<file path="config.mk">
export PLATFORM = sky130hd
export DESIGN_NAME = tick_interval_monitor
export DESIGN_NICKNAME = d
export VERILOG_FILES = /design/src/rtl/tick_interval_monitor.sv
export SDC_FILE = /design/constraint.sdc
export NUM_CORES = 1
export LEC_CHECK = 0
export CORE_MARGIN = 2
export CORE_UTILIZATION = 45
export CTS_CLUSTER_SIZE = 28
export DETAILED_ROUTE_END_ITERATION = 12
export HOLD_SLACK_MARGIN = 0.05
export PLACE_DENSITY = 0.67
export RECOVER_POWER = 50
export SYNTH_ARGS = -nofsm -noshare
export SYNTH_HDL_FRONTEND = slang
export SYNTH_SLANG_ARGS = --single-unit
</file>
<file path="constraint.sdc">
create_clock -name clock -period 3.6 [get_ports clock]
set_input_delay 0.72 -clock clock [delete_from_list [all_inputs] [get_ports clock]]
set_output_delay 0.72 -clock clock [all_outputs]
set_load 0.01 [all_outputs]
</file>
<file path="src/rtl/tick_interval_monitor.sv">
// tick_interval_monitor
//   Receiver-side supervisor for a periodic one-cycle tick stream. It measures the
//   number of clocks between consecutive ticks and flags each interval as in or out
//   of tolerance. If ticks stop arriving, it raises a sticky timeout. It also keeps
//   a saturating count of all ticks seen.
//
// Ports
//   clock          in   system clock, all logic on posedge
//   reset          in   synchronous, active-high reset
//   tick_in        in   tick pulse; every high cycle is a separate tick
//   timeout_clear  in   one-cycle request to clear the sticky timeout
//   period_out     out  last measured interval in clocks
//   period_valid   out  one-cycle strobe when period_out/period_ok update
//   period_ok      out  last interval within EXPECTED_PERIOD +/- TOLERANCE
//   timeout        out  sticky: no tick within MAX_CLOCKS
//   tick_count     out  ticks seen since reset, saturating at all ones
module tick_interval_monitor #(
  parameter int unsigned EXPECTED_PERIOD = 100,
  parameter int unsigned TOLERANCE       = 2,
  parameter int unsigned MAX_CLOCKS      = 1000,
  parameter int unsigned COUNT_WIDTH     = 16
) (
  input  logic                             clock,
  input  logic                             reset,
  input  logic                             tick_in,
  input  logic                             timeout_clear,
  output logic [$clog2(MAX_CLOCKS+1)-1:0] period_out,
  output logic                             period_valid,
  output logic                             period_ok,
  output logic                             timeout,
  output logic [COUNT_WIDTH-1:0]           tick_count
);

  localparam int unsigned PeriodWidth  = $clog2(MAX_CLOCKS + 1);
  localparam int unsigned CounterWidth = PeriodWidth + 1;

  localparam logic [CounterWidth-1:0] ExpectedC = CounterWidth'(EXPECTED_PERIOD);
  localparam logic [CounterWidth-1:0] TolC      = CounterWidth'(TOLERANCE);
  localparam logic [CounterWidth-1:0] MaxC      = CounterWidth'(MAX_CLOCKS);

  typedef enum logic [1:0] {
    StIdle,
    StMeasuring,
    StTimeout
  } state_e;

  state_e                     state_q;
  logic [CounterWidth-1:0]    counter_q;
  logic [PeriodWidth-1:0]     period_q;
  logic                       valid_q;
  logic                       ok_q;
  logic                       timeout_q;
  logic [COUNT_WIDTH-1:0]     tick_count_q;

  // Absolute deviation of the running interval from the nominal period.
  // Compare first so the subtraction never wraps.
  logic [CounterWidth-1:0]    deviation;
  logic                       in_tolerance;

  always_comb begin
    deviation = '0;
    if (counter_q >= ExpectedC) begin
      deviation = counter_q - ExpectedC;
    end else begin
      deviation = ExpectedC - counter_q;
    end
    in_tolerance = (deviation <= TolC);
  end

  always_ff @(posedge clock) begin
    if (reset) begin
      state_q      <= StIdle;
      counter_q    <= '0;
      period_q     <= '0;
      valid_q      <= 1'b0;
      ok_q         <= 1'b0;
      timeout_q    <= 1'b0;
      tick_count_q <= '0;
    end else begin
      valid_q <= 1'b0;

      if (tick_in && (tick_count_q != {COUNT_WIDTH{1'b1}})) begin
        tick_count_q <= tick_count_q + COUNT_WIDTH'(1);
      end

      // Clear first; a timeout detected on this same edge overrides it below.
      if (timeout_clear) begin
        timeout_q <= 1'b0;
      end

      unique case (state_q)
        StIdle: begin
          if (tick_in) begin
            state_q   <= StMeasuring;
            counter_q <= CounterWidth'(1);
          end
        end

        StMeasuring: begin
          // A tick landing exactly on MAX_CLOCKS is a valid measurement.
          if (tick_in) begin
            period_q  <= counter_q[PeriodWidth-1:0];
            valid_q   <= 1'b1;
            ok_q      <= in_tolerance;
            counter_q <= CounterWidth'(1);
          end else if (counter_q == MaxC) begin
            timeout_q <= 1'b1;
            state_q   <= StTimeout;
          end else begin
            counter_q <= counter_q + CounterWidth'(1);
          end
        end

        StTimeout: begin
          // The interval since the last tick is unknown, so no strobe here.
          if (tick_in) begin
            state_q   <= StMeasuring;
            counter_q <= CounterWidth'(1);
          end
        end

        default: begin
          state_q <= StIdle;
        end
      endcase
    end
  end

  assign period_out   = period_q;
  assign period_valid = valid_q;
  assign period_ok    = ok_q;
  assign timeout      = timeout_q;
  assign tick_count   = tick_count_q;

endmodule

</file>
# ---- Word level (Yosys, flattened, before mapping)
# Index checks and enable logic that the tools add are counted.
dict set report totals {
  ff_bits 42
  in_bits 4
}
dict set report op_classes {
  addsub 4
  order_cmp 2
  n_eq_ne 8
  muxes 14
  bitwise 1
  n_reduce_logical 8
}
# op n
set op_table {}
lappend op_table {{$mux 11} 4}
lappend op_table {{$pmux 11 s2} 1}
lappend op_table {{$add 16x1->16 const B} 1}
lappend op_table {{$ne 16x16->1 const B} 1}
lappend op_table {{$add 11x1->11 const B} 1}
lappend op_table {{$eq 11x10->1 const B} 1}
lappend op_table {{$ge 11x7->1 const B} 1}
lappend op_table {{$le 11x2->1 const B} 1}
lappend op_table {{$sub 11x7->11 const B} 1}
lappend op_table {{$sub 7x11->11 const A} 1}
lappend op_table {{$mux 2} 3}
lappend op_table {{$reduce_and 3->1} 2}
lappend op_table {{$mux 1} 5}
lappend op_table {{$ne 2x2->1 const B} 2}
lappend op_table {{$pmux 2 s2} 1}
lappend op_table {{$reduce_or 2->1} 2}
lappend op_table {{$ne 3x3->1 const B} 1}
lappend op_table {{$eq 2x1->1 const B} 1}
lappend op_table {{$eq 2x2->1 const B} 1}
lappend op_table {{$logic_not 2->1} 1}
lappend op_table {{$ne 2x1->1 const B} 1}
lappend op_table {{$reduce_and 2->1} 1}
lappend op_table {{$reduce_bool 2->1} 1}
lappend op_table {{$logic_and 1x1->1} 1}
lappend op_table {{$not 1->1} 1}

# ---- Logic depth before layout (Yosys ltp)
# Gate-level depths: netlist (run 1).
dict set report logic_depth {
  ltp_word 4
  depth_mapped 9
  ltp_nobuf 8
}

# ---- Worst setup path before layout (run 1)
# OpenSTA, ideal clock, no wires.
dict set report synth_path {
  path_kind {reg2reg}
  start {register counter_q[2]}
  end {register counter_q[6]}
  setup_ns 0.119
  arrival_time_ns 1.894
  path_slack_ns 1.587
  path_stages_with_launch 10
  n_path_buf 1
  cell_sequence {dfxtp_1 inv_1 ha_1 nor4bb_1 a41oi_1 o21a_1 buf_2 nand3_1 xor2_1 nor2_1}
}
dict set report synth_via {
  elab_chain_len 4
  word_cells_on_any_way 7
}
# item line
set synth_rtl {}
lappend synth_rtl {{start: declaration} 48} ;# logic [CounterWidth-1:0] counter_q;
lappend synth_rtl {{start signal: assignment} 95} ;# counter_q <= CounterWidth'(1);
lappend synth_rtl {{start signal: assignment} 105} ;# counter_q <= CounterWidth'(1);
lappend synth_rtl {{start signal: assignment} 110} ;# counter_q <= counter_q + CounterWidth'(1);
lappend synth_rtl {{$add 11x1->11} 110}
lappend synth_rtl {{$mux 11} 106} ;# end else if (counter_q == MaxC) begin
lappend synth_rtl {{$mux 11} 101} ;# if (tick_in) begin
lappend synth_rtl {{$pmux 11 s2} 91} ;# unique case (state_q)
# Several ways; a longest one is shown, not always the timed one. The select of a mux whose other input is x is not followed.
# A chain may end at the register's enable or synchronous reset.

# ---- Worst setup path in the final report (run 1)
dict set report layout_path {
  start {input tick_in}
  end {register tick_count_q[15], in the netlist tick_count[15]}
}
dict set report layout_via {
  elab_chain_len 1
}
# item line
set layout_rtl {}
lappend layout_rtl {{start: declaration} 25} ;# input logic tick_in,
lappend layout_rtl {{$logic_and 1x1->1} 82} ;# if (tick_in && (tick_count_q != {COUNT_WIDTH{1'b1}})) begin
lappend layout_rtl {{end signal: assignment} 83} ;# tick_count_q <= tick_count_q + COUNT_WIDTH'(1);
lappend layout_rtl {{end: declaration} 53} ;# logic [COUNT_WIDTH-1:0] tick_count_q;
# No other way between the ends.

==> qor_table.md, run 1 <==
| Group | Result | This run |
|:---|:---|:---|
| placed design | Area post-placement | 0.00250 mm² |
| detailed routing | Violation count after the first detailed-routing iteration | 186 |
| layout | Inserted Diodes | 0 |
| worst setup path | Buf/Inv on CP | 1 |
| global routing | Global-route wire length before repair | 7820 µm |
| yosys | Prevailing post-synth register cell | sky130_fd_sc_hd__dfxtp_1 |
| clock network | Root cell of the clock tree | sky130_fd_sc_hd__clkbuf_8 |
| placed design | Routability congestion estimate from global placement | 0.805 |
| detailed routing | Post-detailed-route wirelength per cell | 13.2 µm |
| timing | Pins Over Slew Limit | 0 |
| yosys | Netlist cell types | 46 |
| yosys | Syn avg cell area | 8.29 µm² |
| global routing | Pin count of the biggest net entering global routing | 23 |
| worst setup path | Crit-path max FO | 12 |
| power and ir drop | Power per unit of standard cell area | 345 mW/mm² |
| worst setup path | Slowest library cell on the worst path | sky130_fd_sc_hd__dlygate4sd3_1 |
| worst setup path | Kind of launch point of the worst setup path | input port |
| detailed routing | Final WL | 4540 µm |
| worst setup path | Crit Path Category | input port to flip-flop |
| layout | Design Area, Final | 0.00261 mm² |
| clock network | TritonCTS sink count | 42 |
| die | Die Footprint | 0.00534 mm² |
| timing | Highest attainable clock frequency | 381 MHz |
| power and ir drop | Standby leakage power | 0.000994 µW |
| clock network | Clock latency at the later pin of the worst-skew pair | 290 ps |
| power and ir drop | Maximum VDD drop | 160 µV |
| yosys | Asr flop ratio synth | 0 |
| global routing | Met1 usage | 0.262 |
| global routing | Routing layer with the top usage in global route | met2 |
| placed design | DP Worst Slack | 745 ps |
| die | Initial cell density of the core | 0.461 |
| die | Chip Width | 73.1 µm |
| worst setup path | Critical path data arrival time | 2790 ps |
| global routing | Grt total ovfl | 0 |
| yosys | Seq/Total Area, Yosys | 0.391 |
| layout | Fillers | 450 |
| run | Max-cap violation count | 0 |
| clock network | Post CTS Setup Buffer Count | 0 |
| yosys | EDFF count, synth | 0 |
| timing | Final worst-path cycle share | 0.729 |
| clock network | Clock transition at the registers of the reported paths | 80 ps |
| placed design | Post-DP HPWL | 3350 µm |
| worst setup path | Sequence of cells on the critical path | dlygate4sd3_1 -> and4_1 -> nand2_1 -> a211oi_1 -> nand4_1 -> xor2_1 -> nor2_1 |
| yosys | Number of warning messages in the yosys log | 0 |
| global routing | Met2 usage in global routing | 0.280 |
| worst setup path | Cell family contributing the most delay on the critical path | buffers and inverters |
| yosys | Post-synthesis sequential element count | 42 |
| yosys | Cell area after synthesis | 0.00215 mm² |
| timing | Final hold viol count | 0 |
| layout | Layout cells sized above 1 | 0.0517 |
| timing | RSZ-0062 raised after global routing | no |
| layout | Nets | 302 |
| timing | Final setup vio count | 0 |
| placed design | IO buf count | 32 |
| clock network | CTS HTree Levels | 2 |
| clock network | Hold buffer count at cts | 0 |
| clock network | CTS tree | built |
| clock network | Resized cells post-CTS | 0 |
| timing | Worst clock skew on the final layout | 8.36 ps |
| worst setup path | Capturing element type of the critical path | flip-flop |
| detailed routing | Vias after detailed routing | 1898 |
| die | DIE HEIGHT | 73.1 µm |
| worst setup path | Endpoint required time on the critical path | 3760 ps |
| timing | Worst-case setup margin in the final layout | 976 ps |
| layout | Synthesis-to-layout area growth | 21.5% |
| timing | Worst-margin pin slew | 915 ps |
| global routing | Total track usage | 0.185 |
| global routing | Via count of the first global-routing pass | 1698 |
| timing | Sum Neg Setup Slack | 0 ps |
| detailed routing | DRC violation count after routing | 0 |
| clock network | Clock Tree Buf Depth | 2 |
| yosys | Cells after Synth | 259 |
| detailed routing | Number of search-and-repair iterations in the first detailed-routing pass | 4 |
| timing | Max transition margin | 0.390 |
| detailed routing | Detail Route Antenna Nets | 0 |
| die | Area of the core | 0.00466 mm² |
| worst setup path | CP max stage delay | 740 ps |
| global routing | Antenna violations before repair | 0 |
| layout | Storage cell area | 841 µm² |
| min path | Tightest Hold Check Type | flip-flop to flip-flop |
| clock network | TritonCTS Buffers | 5 |
| die | Site Rows | 25 |
| detailed routing | Vias/cell | 5.52 |
| die | Ports placed on the boundary | 33 |
| global routing | Met3 Resource Use GR | 0.0331 |
| run status | Outcome | completed |
| layout | Multi-input logic area | 0.00122 mm² |
| timing | Post-layout minimum cycle time | 2620 ps |
| yosys | Net count after synthesis | 272 |
## report_power, final
group	internal (µW)	switching, µW	leakage [µW]
clock network	207	160	0.0000514
logic	22.2	34.4	0.000603
registers	470	6.85	0.000339
## worst reg2reg max path: stages, from the launching register on
cell and delay [ps]:
sky130_fd_sc_hd__dfxtp_1 400, sky130_fd_sc_hd__inv_1 260, sky130_fd_sc_hd__ha_1 200, sky130_fd_sc_hd__nor4bb_1 470
sky130_fd_sc_hd__a41oi_1 240, sky130_fd_sc_hd__o21a_1 360, sky130_fd_sc_hd__nand3_1 160, sky130_fd_sc_hd__xor2_1 170
sky130_fd_sc_hd__nor2_1 50
## per-stage QoR
stage	cells	power, µW	hold WS [ps]	util
3_5_place_dp	336	546	447	0.537
3_3_place_gp	336	545	446	0.537
2_1_floorplan	259	524	481	-
5_1_grt	344	936	473	0.560
6_report	344	900	455	0.560
4_1_cts	344	912	459	0.561
## cells by family after synthesis
family,count (synthesis),synth area share
compound gates,49,0.161
xor+xnor,21,0.0856
fa+ha+maj,9,0.0524
buf+inv,20,0.0390
flops,42,0.391
mux,2,0.00932
simple gates,116,0.261
## cell usage in the layout (no fill, tap or decap), types with 2 or more instances in the layout
| master | instances |
|---|---|
| sky130_fd_sc_hd__a211oi_1 | 2 |
| sky130_fd_sc_hd__a21oi_1 | 17 |
| sky130_fd_sc_hd__a221oi_1 | 2 |
| sky130_fd_sc_hd__a31oi_1 | 3 |
| sky130_fd_sc_hd__a32oi_1 | 2 |
| sky130_fd_sc_hd__a41oi_1 | 2 |
| sky130_fd_sc_hd__and2_1 | 2 |
| sky130_fd_sc_hd__and3_1 | 5 |
| sky130_fd_sc_hd__and4_1 | 5 |
| sky130_fd_sc_hd__buf_4 | 2 |
| sky130_fd_sc_hd__clkbuf_1 | 2 |
| sky130_fd_sc_hd__clkbuf_8 | 5 |
| sky130_fd_sc_hd__clkdlybuf4s50_1 | 12 |
| sky130_fd_sc_hd__dfxtp_1 | 42 |
| sky130_fd_sc_hd__dlygate4sd3_1 | 20 |
| sky130_fd_sc_hd__ha_1 | 9 |
| sky130_fd_sc_hd__inv_1 | 8 |
| sky130_fd_sc_hd__mux2i_1 | 2 |
| sky130_fd_sc_hd__nand2_1 | 31 |
| sky130_fd_sc_hd__nand3_1 | 16 |
| sky130_fd_sc_hd__nand4_1 | 3 |
| sky130_fd_sc_hd__nor2_1 | 34 |
| sky130_fd_sc_hd__nor2b_1 | 3 |
| sky130_fd_sc_hd__nor3_1 | 11 |
| sky130_fd_sc_hd__o21a_1 | 2 |
| sky130_fd_sc_hd__o21ai_0 | 5 |
| sky130_fd_sc_hd__xnor2_1 | 7 |
| sky130_fd_sc_hd__xor2_1 | 14 |
## cell type report
type	instances	area share
multi-input cells	197	0.469
clock inverters	2	0.0144
inverters	8	0.0115
repair buffers	35	0.130
flip-flops and latches	42	0.322
well taps	54	0.0259
clock buffers	6	0.0278
## cell usage after synthesis (2+ instances only)
master                     instances  area [µm²]
sky130_fd_sc_hd__inv_1             8        30.0
sky130_fd_sc_hd__nand2_1          31         116
sky130_fd_sc_hd__nand4_1           3        18.8
sky130_fd_sc_hd__xor2_1           14         123
sky130_fd_sc_hd__nor2_1           34         128
sky130_fd_sc_hd__dfxtp_1          42         841
sky130_fd_sc_hd__a211oi_1          2        15.0
sky130_fd_sc_hd__xnor2_1           7        61.3
sky130_fd_sc_hd__a41oi_1           2        17.5
sky130_fd_sc_hd__nand3_1          16        80.1
sky130_fd_sc_hd__and2_1            2        12.5
sky130_fd_sc_hd__a221oi_1          2        17.5
sky130_fd_sc_hd__mux2i_1           2        20.0
sky130_fd_sc_hd__a21oi_1          17        85.1
sky130_fd_sc_hd__a32oi_1           2        17.5
sky130_fd_sc_hd__o21ai_0           5        25.0
sky130_fd_sc_hd__clkbuf_1         10        37.5
sky130_fd_sc_hd__o21a_1            2        15.0
sky130_fd_sc_hd__a31oi_1           3        18.8
sky130_fd_sc_hd__nor2b_1           3        18.8
sky130_fd_sc_hd__and3_1            5        31.3
sky130_fd_sc_hd__ha_1              9         113
sky130_fd_sc_hd__and4_1            5        43.8
sky130_fd_sc_hd__nor3_1           11        55.1
## sequential cells by signal, indices dropped and copies added, names as in the netlist
name,cells
state_q,2
period_out,10
tick_count,16
period_valid,1
period_ok,1
counter_q,11
timeout,1
## layer usage
layer	routed length, µm	up-vias
met5	0	-
met4	56	0
met3	205	4
met2	2040	45
met1	2240	876
li1	-	973
## worst paths after layout
check                              startpoint        endpoint  slack (ps)  cells past startpoint
worst max-delay path                  tick_in  tick_count[15]         980                      7
worst min-delay path            period_out[7]   period_out[7]         460                      2
worst max register to register   counter_q[2]    counter_q[7]        1180                      8
worst min register to register  period_out[7]   period_out[7]         460                      2
Note: power is estimated with default switching activity, not from simulation.
==> inputs of run 2 (changes only) <==
==> constraint.sdc (replaced) <==
create_clock -name clock -period 2.7 [get_ports clock]
set_input_delay 0.54 -clock clock [delete_from_list [all_inputs] [get_ports clock]]
set_output_delay 0.54 -clock clock [all_outputs]
set_load 0.01 [all_outputs]
==> run 2 against run 1 <==
Power rose by 33%. Via count rose by 2.5%. Routed wire length rose by 5.0%. Global-route usage rose by 0.64 points. Sequential power rose by 33%. Critical path type unchanged.
==> qor_table.md, run 2 (synthesis gave the netlist of run 1 again) <==
| Group | Result | This run | Change |
|:---|:---|:---|:---|
| clock network | Clock latency at the later pin of the worst-skew pair | 290 ps | about the same |
| run | Max-cap violation count | 0 | unchanged |
| layout | Most common cell after layout, fill and taps aside | sky130_fd_sc_hd__dfxtp_1 | unchanged |
| clock network | CTS HTree Levels | 2 | unchanged |
| clock network | Hold buffer count at cts | 0 | unchanged |
| die | DIE HEIGHT | 73.1 µm | unchanged |
| placed design | IO buf count | 32 | unchanged |
| timing | Final worst-path cycle share | 0.842 |  |
| timing | Final setup vio count | 0 | unchanged |
| global routing | Global-route wire length before repair | 8070 µm | was 7820 µm |
| worst setup path | Origin of the worst setup path | tick_in | unchanged |
| layout | Fillers | 463 | was 450 |
| worst setup path | Crit Path Category | input port to flip-flop | unchanged |
| clock network | Resized cells post-CTS | 0 | unchanged |
| worst setup path | Endpoint of the worst register-to-register path | period_ok | was counter_q[7] |
| worst setup path | Setup slack on the worst flop-to-flop path | 460 ps | was 1180 ps |
| layout | Most frequent cells in the layout | 42 x sky130_fd_sc_hd__dfxtp_1, 34 x sky130_fd_sc_hd__nor2_1, 31 x sky130_fd_sc_hd__nand2_1, 17 x sky130_fd_sc_hd__a21oi_1, 17 x sky130_fd_sc_hd__dlygate4sd3_1 | was 42 x sky130_fd_sc_hd__dfxtp_1, 34 x sky130_fd_sc_hd__nor2_1, 31 x sky130_fd_sc_hd__nand2_1, 20 x sky130_fd_sc_hd__dlygate4sd3_1, 17 x sky130_fd_sc_hd__a21oi_1 |
| timing | RSZ-0062 raised after global routing | no | unchanged |
| die | Chip Width | 73.1 µm | unchanged |
| worst setup path | Reg-to-reg startpoint | counter_q[0] | was counter_q[2] |
| clock network | TritonCTS Buffers | 5 | unchanged |
| detailed routing | DRC violation count after routing | 0 | unchanged |
| worst setup path | Capturing element type of the critical path | flip-flop | unchanged |
| timing | Worst clock skew on the final layout | 4.29 ps | was 8.36 ps |
| worst setup path | Endpoint required time on the critical path | 2910 ps | was 3760 ps |
| global routing | Total track usage | 0.191 | was 0.185 |
| worst setup path | CP max stage delay | 560 ps | was 740 ps |
| detailed routing | Number of search-and-repair iterations in the first detailed-routing pass | 8 | was 4 |
| run status | Outcome | completed | unchanged |
| worst setup path | Crit-path max FO | 10 | was 12 |
| worst setup path | Sequence of cells on the critical path | dlygate4sd3_1 -> clkbuf_1 -> nand3_1 -> a2111oi_0 -> o311a_1 -> o211ai_1 -> o31ai_2 | was dlygate4sd3_1 -> and4_1 -> nand2_1 -> a211oi_1 -> nand4_1 -> xor2_1 -> nor2_1 |
| worst setup path | Capture point of the worst path | period_ok | was tick_count[15] |
| clock network | Clock Tree Buf Depth | 2 | unchanged |
| timing | Highest attainable clock frequency | 440 MHz |  |
| placed design | DP Worst Slack | 429 ps | was 745 ps |
| global routing | Antenna violations before repair | 0 | unchanged |
| worst setup path | Slowest library cell on the worst path | sky130_fd_sc_hd__dlygate4sd3_1 | unchanged |
| timing | Worst-case setup margin in the final layout | 428 ps | was 976 ps |
| detailed routing | Violation count after the first detailed-routing iteration | 117 | was 186 |
| worst setup path | Kind of launch point of the worst setup path | input port | unchanged |
| layout | Largest register FFs | 16 | unchanged |
| layout | Layout cells sized above 1 | 0.0676 | was 0.0517 |
| timing | Post-layout minimum cycle time | 2270 ps |  |
| timing | Hold slack final | 452 ps | was 455 ps |
| global routing | Grt total ovfl | 0 | unchanged |
| power and ir drop | Standby leakage power | 0.00101 µW | was 0.000994 µW |
| layout | Final instance count without filler cells | 350 | was 344 |
| clock network | Post CTS Setup Buffer Count | 0 | unchanged |
| detailed routing | Vias after detailed routing | 1945 | was 1898 |
| die | Site Rows | 25 | unchanged |
| power and ir drop | Maximum VDD drop | 272 µV | was 160 µV |
| timing | Pins Over Slew Limit | 0 | unchanged |
| placed design | Routability congestion estimate from global placement | 0.893 | was 0.805 |
| global routing | Pin count of the biggest net entering global routing | 37 | was 23 |
| die | Ports placed on the boundary | 33 | unchanged |
| worst setup path | Critical path data arrival time | 2490 ps | was 2790 ps |
| placed design | Post-DP HPWL | 3500 µm | was 3350 µm |
| global routing | Via count of the first global-routing pass | 1765 | was 1698 |
| detailed routing | Final WL | 4770 µm | was 4540 µm |
| timing | Max transition margin | 0.676 | was 0.390 |
| die | Area of the core | 0.00466 mm² | unchanged |
| die | Die Footprint | 0.00534 mm² | unchanged |
| worst setup path | Cell family contributing the most delay on the critical path | buffers and inverters | unchanged |
| placed design | Number of placed instances with taps included | 342 | was 336 |
| layout | Nets | 308 | was 302 |
| layout | Inserted Diodes | 0 | unchanged |
| detailed routing | Vias/cell | 5.56 | was 5.52 |
| die | Initial cell density of the core | 0.461 | unchanged |
| clock network | CTS tree | built | unchanged |
| timing | Worst-margin pin slew | 487 ps | was 915 ps |
| timing | Sum Neg Setup Slack | 0 ps | unchanged |
| worst setup path | Buf/Inv on CP | 2 | was 1 |
| timing | Final hold viol count | 0 | unchanged |
| clock network | Root cell of the clock tree | sky130_fd_sc_hd__clkbuf_8 | unchanged |
| clock network | Clock transition at the registers of the reported paths | 80 ps | about the same |
| detailed routing | Detail Route Antenna Nets | 0 | unchanged |
| power and ir drop | Pwr Total | 1200 µW | was 900 µW |
| worst setup path | Depth of the worst register-to-register path | 8 | unchanged |
| worst setup path | Stages on worst setup path | 7 | unchanged |
| power and ir drop | Power per unit of standard cell area | 453 mW/mm² | was 345 mW/mm² |
| layout | Synthesis-to-layout area growth | 23.5% | was 21.5% |
| min path | Tightest Hold Check Type | flip-flop to flip-flop | unchanged |
| clock network | TritonCTS sink count | 42 | unchanged |
| detailed routing | Post-detailed-route wirelength per cell | 13.6 µm | was 13.2 µm |
run 2: layer usage:
metal / up-vias / share of wire / global-route usage
li1: 980 / - / -
met1: 909 / 0.47 / 0.259
met2: 47 / 0.47 / 0.300
met3: 9 / 0.042 / 0.0456
met4: 0 / 0.013 / 0.0597
met5: - / 0 / 0
run 2: where the power goes:
part	total (µW)	leakage, µW	internal [µW]	switching [µW]
registers	634	0.000339	626	7.96
logic	78.1	0.000623	30.9	47.2
clock network	489	0.0000514	276	213
total	1200	0.00101	933	268
run 2: worst min path at each step:
stage | depth (start not counted) | slack, ps | startpoint | endpoint
after global placement | 2 | 440 | period_out[4] | period_out[4]
after CTS | 2 | 460 | period_out[6] | period_out[6]
final | 2 | 450 | period_out[1] | period_out[1]
after global routing | 2 | 470 | period_out[3] | period_out[3]
after detailed placement | 2 | 450 | period_out[6] | period_out[6]
after floorplan | 2 | 480 | period_out[0] | period_out[0]
run 2: area by class of cell:
class                      instances  area (µm²)  share of cell area
multi-input combinational        197        1220               0.461
clock buffer                       6        72.6              0.0274
tap                               54        67.6              0.0255
sequential                        42         841               0.317
timing repair buffer              41         380               0.143
inverter                           8        30.0              0.0113
clock inverter                     2        37.5              0.0142
run 2: metrics by stage:
| stage | instance area, µm² | util |
|---|---|---|
| floorplan | 2150 | - |
| global placement | 2550 | 0.547 |
| detailed placement | 2550 | 0.547 |
| CTS | 2660 | 0.571 |
| global route | 2650 | 0.569 |
| finish | 2650 | 0.569 |
run 2: worst reg2reg max path, stage by stage, from the launching register on:
cell,delay (ps)
sky130_fd_sc_hd__dfxtp_1,440
sky130_fd_sc_hd__inv_1,120
sky130_fd_sc_hd__ha_1,270
sky130_fd_sc_hd__nor2b_1,190
sky130_fd_sc_hd__a311oi_4,420
sky130_fd_sc_hd__o21ai_2,150
sky130_fd_sc_hd__a221oi_1,280
sky130_fd_sc_hd__a21oi_1,80
sky130_fd_sc_hd__o31ai_2,210
==> inputs of run 3 (changes only) <==
==> constraint.sdc (replaced) <==
create_clock -name clock -period 2.3 [get_ports clock]
set_input_delay 0.46 -clock clock [delete_from_list [all_inputs] [get_ports clock]]
set_output_delay 0.46 -clock clock [all_outputs]
set_load 0.01 [all_outputs]
==> run 3 against run 2 <==
Sequential power rose by 17%. Largest power group unchanged. Worst hold slack barely moved. Combinational power rose by 27%. Critical path depth rose by 1. Core utilization rose by 1.0 points. Flip-flop and latch count did not move. Global-route usage fell by 0.88 points. Worst setup slack got worse by 240 ps.
==> qor_table.md, run 3 (synthesis gave the netlist of run 1 again) <==
| Group | Result | This run | Change |
|:---|:---|:---|:---|
| detailed routing | Detail Route Antenna Nets | 0 | unchanged |
| clock network | Post CTS Setup Buffer Count | 0 | unchanged |
| detailed routing | Violation count after the first detailed-routing iteration | 186 | was 117 |
| timing | Post-layout minimum cycle time | 2110 ps |  |
| global routing | Grt total ovfl | 0 | unchanged |
| min path | Worst hold path stage count | 2 | unchanged |
| clock network | Clock latency at the later pin of the worst-skew pair | 290 ps | about the same |
| clock network | TritonCTS sink count | 42 | unchanged |
| power and ir drop | Proportion of power drawn by flip-flops and latches | 0.521 | was 0.528 |
| worst setup path | Reg-to-reg startpoint | counter_q[0] | unchanged |
| power and ir drop | Switching Share | 0.228 | was 0.223 |
| power and ir drop | Power per unit of standard cell area | 527 mW/mm² | was 453 mW/mm² |
| clock network | CTS tree | built | unchanged |
| min path | Tightest Hold Check Type | flip-flop to flip-flop | unchanged |
| global routing | Routing layer with the top usage in global route | met1 | was met2 |
| worst setup path | Endpoint required time on the critical path | 2480 ps | was 2910 ps |
| timing | Hold slack final | 453 ps | was 452 ps |
| power and ir drop | Switching Power | 325 µW | was 268 µW |
| layout | Layout cells sized above 1 | 0.0894 | was 0.0676 |
| worst setup path | Crit-path max FO | 11 | was 10 |
| timing | Final hold viol count | 0 | unchanged |
| worst setup path | Buf/Inv on CP | 1 | was 2 |
| worst setup path | Sequence of cells on the critical path | inv_1 -> ha_1 -> nor4bb_1 -> a41oi_1 -> o21a_1 -> nand3_1 -> xor2_1 -> nor2_1 | was dlygate4sd3_1 -> clkbuf_1 -> nand3_1 -> a2111oi_0 -> o311a_1 -> o211ai_1 -> o31ai_2 |
| placed design | Post-DP HPWL | 3410 µm | was 3500 µm |
| global routing | Global-route wire length before repair | 7710 µm | was 8070 µm |
| worst setup path | Kind of launch point of the worst setup path | flip-flop | was input port |
| worst setup path | CP max stage delay | 380 ps | was 560 ps |
| global routing | Antenna violations before repair | 0 | unchanged |
| worst setup path | Crit Path Category | flip-flop to flip-flop | was input port to flip-flop |
| placed design | Area post-placement | 0.00259 mm² | was 0.00255 mm² |
| worst setup path | Setup slack on the worst flop-to-flop path | 190 ps | was 460 ps |
| global routing | Total track usage | 0.182 | was 0.191 |
| timing | Highest attainable clock frequency | 474 MHz |  |
| layout | Most frequent cells in the layout | 42 x sky130_fd_sc_hd__dfxtp_1, 34 x sky130_fd_sc_hd__nor2_1, 31 x sky130_fd_sc_hd__nand2_1, 20 x sky130_fd_sc_hd__dlygate4sd3_1, 17 x sky130_fd_sc_hd__a21oi_1 | was 42 x sky130_fd_sc_hd__dfxtp_1, 34 x sky130_fd_sc_hd__nor2_1, 31 x sky130_fd_sc_hd__nand2_1, 17 x sky130_fd_sc_hd__a21oi_1, 17 x sky130_fd_sc_hd__dlygate4sd3_1 |
| timing | RSZ-0062 raised after global routing | no | unchanged |
| placed design | Routability congestion estimate from global placement | 0.865 | was 0.893 |
| power and ir drop | Part of the power in combinational logic | 0.070 | was 0.065 |
| die | Die Footprint | 0.00534 mm² | unchanged |
| power and ir drop | Maximum VDD drop | 262 µV | was 272 µV |
| layout | Multi-input logic area | 0.00122 mm² | unchanged |
| timing | Worst clock skew on the final layout | 6.82 ps | was 4.29 ps |
| clock network | Root cell of the clock tree | sky130_fd_sc_hd__clkbuf_8 | unchanged |
| min path | Hold Crit Endpoint | period_out[2] | was period_out[1] |
| placed design | IO buf count | 32 | unchanged |
| layout | Fillers | 448 | was 463 |
| timing | Max transition margin | 0.699 | was 0.676 |
| detailed routing | Final WL | 4720 µm | was 4770 µm |
| die | Initial cell density of the core | 0.461 | unchanged |
| layout | Storage cell area | 841 µm² | unchanged |
| power and ir drop | Clock power share | 0.409 | was 0.407 |
| detailed routing | Number of search-and-repair iterations in the first detailed-routing pass | 4 | was 8 |
| layout | Design Area, Final | 0.00270 mm² | was 0.00265 mm² |
| timing | Sum Neg Setup Slack | 0 ps | unchanged |
| global routing | Pin count of the biggest net entering global routing | 37 | unchanged |
| clock network | Clock transition at the registers of the reported paths | 80 ps | about the same |
| timing | Final worst-path cycle share | 0.917 |  |
| clock network | Hold buffer count at cts | 0 | unchanged |
| worst setup path | Endpoint of the worst register-to-register path | counter_q[7] | was period_ok |
| timing | Pins Over Slew Limit | 0 | unchanged |
| worst setup path | Critical path data arrival time | 2290 ps | was 2490 ps |
| global routing | Met2 usage in global routing | 0.264 | was 0.300 |
| die | Ports placed on the boundary | 33 | unchanged |
| run status | Outcome | completed | unchanged |
| timing | Worst-margin pin slew | 440 ps | was 487 ps |
| global routing | Met3 Resource Use GR | 0.0304 | was 0.0456 |
| detailed routing | Vias/cell | 5.44 | was 5.56 |
| clock network | Resized cells post-CTS | 0 | unchanged |
| worst setup path | Cell family contributing the most delay on the critical path | simple AND/OR/NAND/NOR gates | was buffers and inverters |
| die | DIE HEIGHT | 73.1 µm | unchanged |
| clock network | TritonCTS Buffers | 5 | unchanged |
| worst setup path | Slowest library cell on the worst path | sky130_fd_sc_hd__nor4bb_1 | was sky130_fd_sc_hd__dlygate4sd3_1 |
| layout | Most common cell after layout, fill and taps aside | sky130_fd_sc_hd__dfxtp_1 | unchanged |
| global routing | Met1 usage | 0.267 | was 0.259 |
| global routing | Via count of the first global-routing pass | 1621 | was 1765 |
| power and ir drop | Standby leakage power | 0.00106 µW | was 0.00101 µW |
| detailed routing | Post-detailed-route wirelength per cell | 13.3 µm | was 13.6 µm |
| detailed routing | Vias after detailed routing | 1937 | was 1945 |
| run | Max-cap violation count | 0 | unchanged |
| timing | Final setup vio count | 0 | unchanged |
| layout | Synthesis-to-layout area growth | 25.7% | was 23.5% |
| layout | Inserted Diodes | 0 | unchanged |
| detailed routing | DRC violation count after routing | 0 | unchanged |
| worst setup path | Capturing element type of the critical path | flip-flop | unchanged |
| clock network | Clock Tree Buf Depth | 2 | unchanged |
| clock network | CTS HTree Levels | 2 | unchanged |
| min path | Startpoint of the most critical hold path | period_out[2] | was period_out[1] |
| die | Chip Width | 73.1 µm | unchanged |
| layout | Largest register FFs | 16 | unchanged |
| power and ir drop | Internal power | 1100 µW | was 933 µW |
| worst setup path | Depth of the worst register-to-register path | 8 | unchanged |
| die | Site Rows | 25 | unchanged |
| die | Area of the core | 0.00466 mm² | unchanged |
| layout | Nets | 314 | was 308 |
| power and ir drop | Pwr Total | 1420 µW | was 1200 µW |
==> run 3: cell count changes in the layout (fill, tap and decap cells not counted), sizes merged <==
cell / change
clkdlybuf4s50: -3
dlygate4sd3: +3
buf: +7
clkbuf: -1
==> run 3: power groups by stage <==
stage	Combinational [µW]	Sequential (µW)	Clock (µW)
2_1_floorplan	57.9	763	0
3_3_place_gp	101	760	0
3_5_place_dp	101	760	0
4_1_cts	102	743	599
5_1_grt	111	744	623
6_report	99.2	742	583
==> run 3: area by class of cell <==
type,instances,share of cell area
clock buffer,6,0.0269
clock inverter,2,0.0139
inverter,8,0.0111
multi-input combinational,197,0.453
sequential,42,0.311
tap,54,0.0250
timing repair buffer,47,0.159
==> run 3: worst reg2reg max path, delay by kind of cell, from the launching register on <==
kind                     cells  cell delay [ps]
AO/OA/AOI/OAI                2              600
XOR/XNOR                     1              150
adder cells (fa/ha/maj)      1              230
buffers and inverters        1               70
flip-flops                   1              310
AND/OR/NAND/NOR              3              620
==> run 3: worst max-delay path by stage <==
stage          slack (ps)         start        endpoint  cells past startpoint
2_1_floorplan         290  counter_q[2]    counter_q[6]                      9
3_3_place_gp           70       tick_in  tick_count[15]                      8
5_1_grt                40  counter_q[0]    counter_q[7]                      8
6_report              190  counter_q[0]    counter_q[7]                      8
3_5_place_dp           30       tick_in  tick_count[15]                      8
4_1_cts               240  counter_q[0]    counter_q[7]                      8
==> run 3: through the flow <==
step / std cells / utilization / setup WS [ps]
2_1_floorplan: 259 / - / 287
3_3_place_gp: 348 / 0.557 / 66.6
3_5_place_dp: 348 / 0.557 / 27.7
4_1_cts: 356 / 0.580 / 238
5_1_grt: 356 / 0.580 / 35.5
6_report: 356 / 0.580 / 191
==> run 3: layer usage <==
layer	vias up	routed length (µm)
met2	71	2060
met3	9	243
li1	995	-
met5	-	0
met4	0	83
met1	862	2340
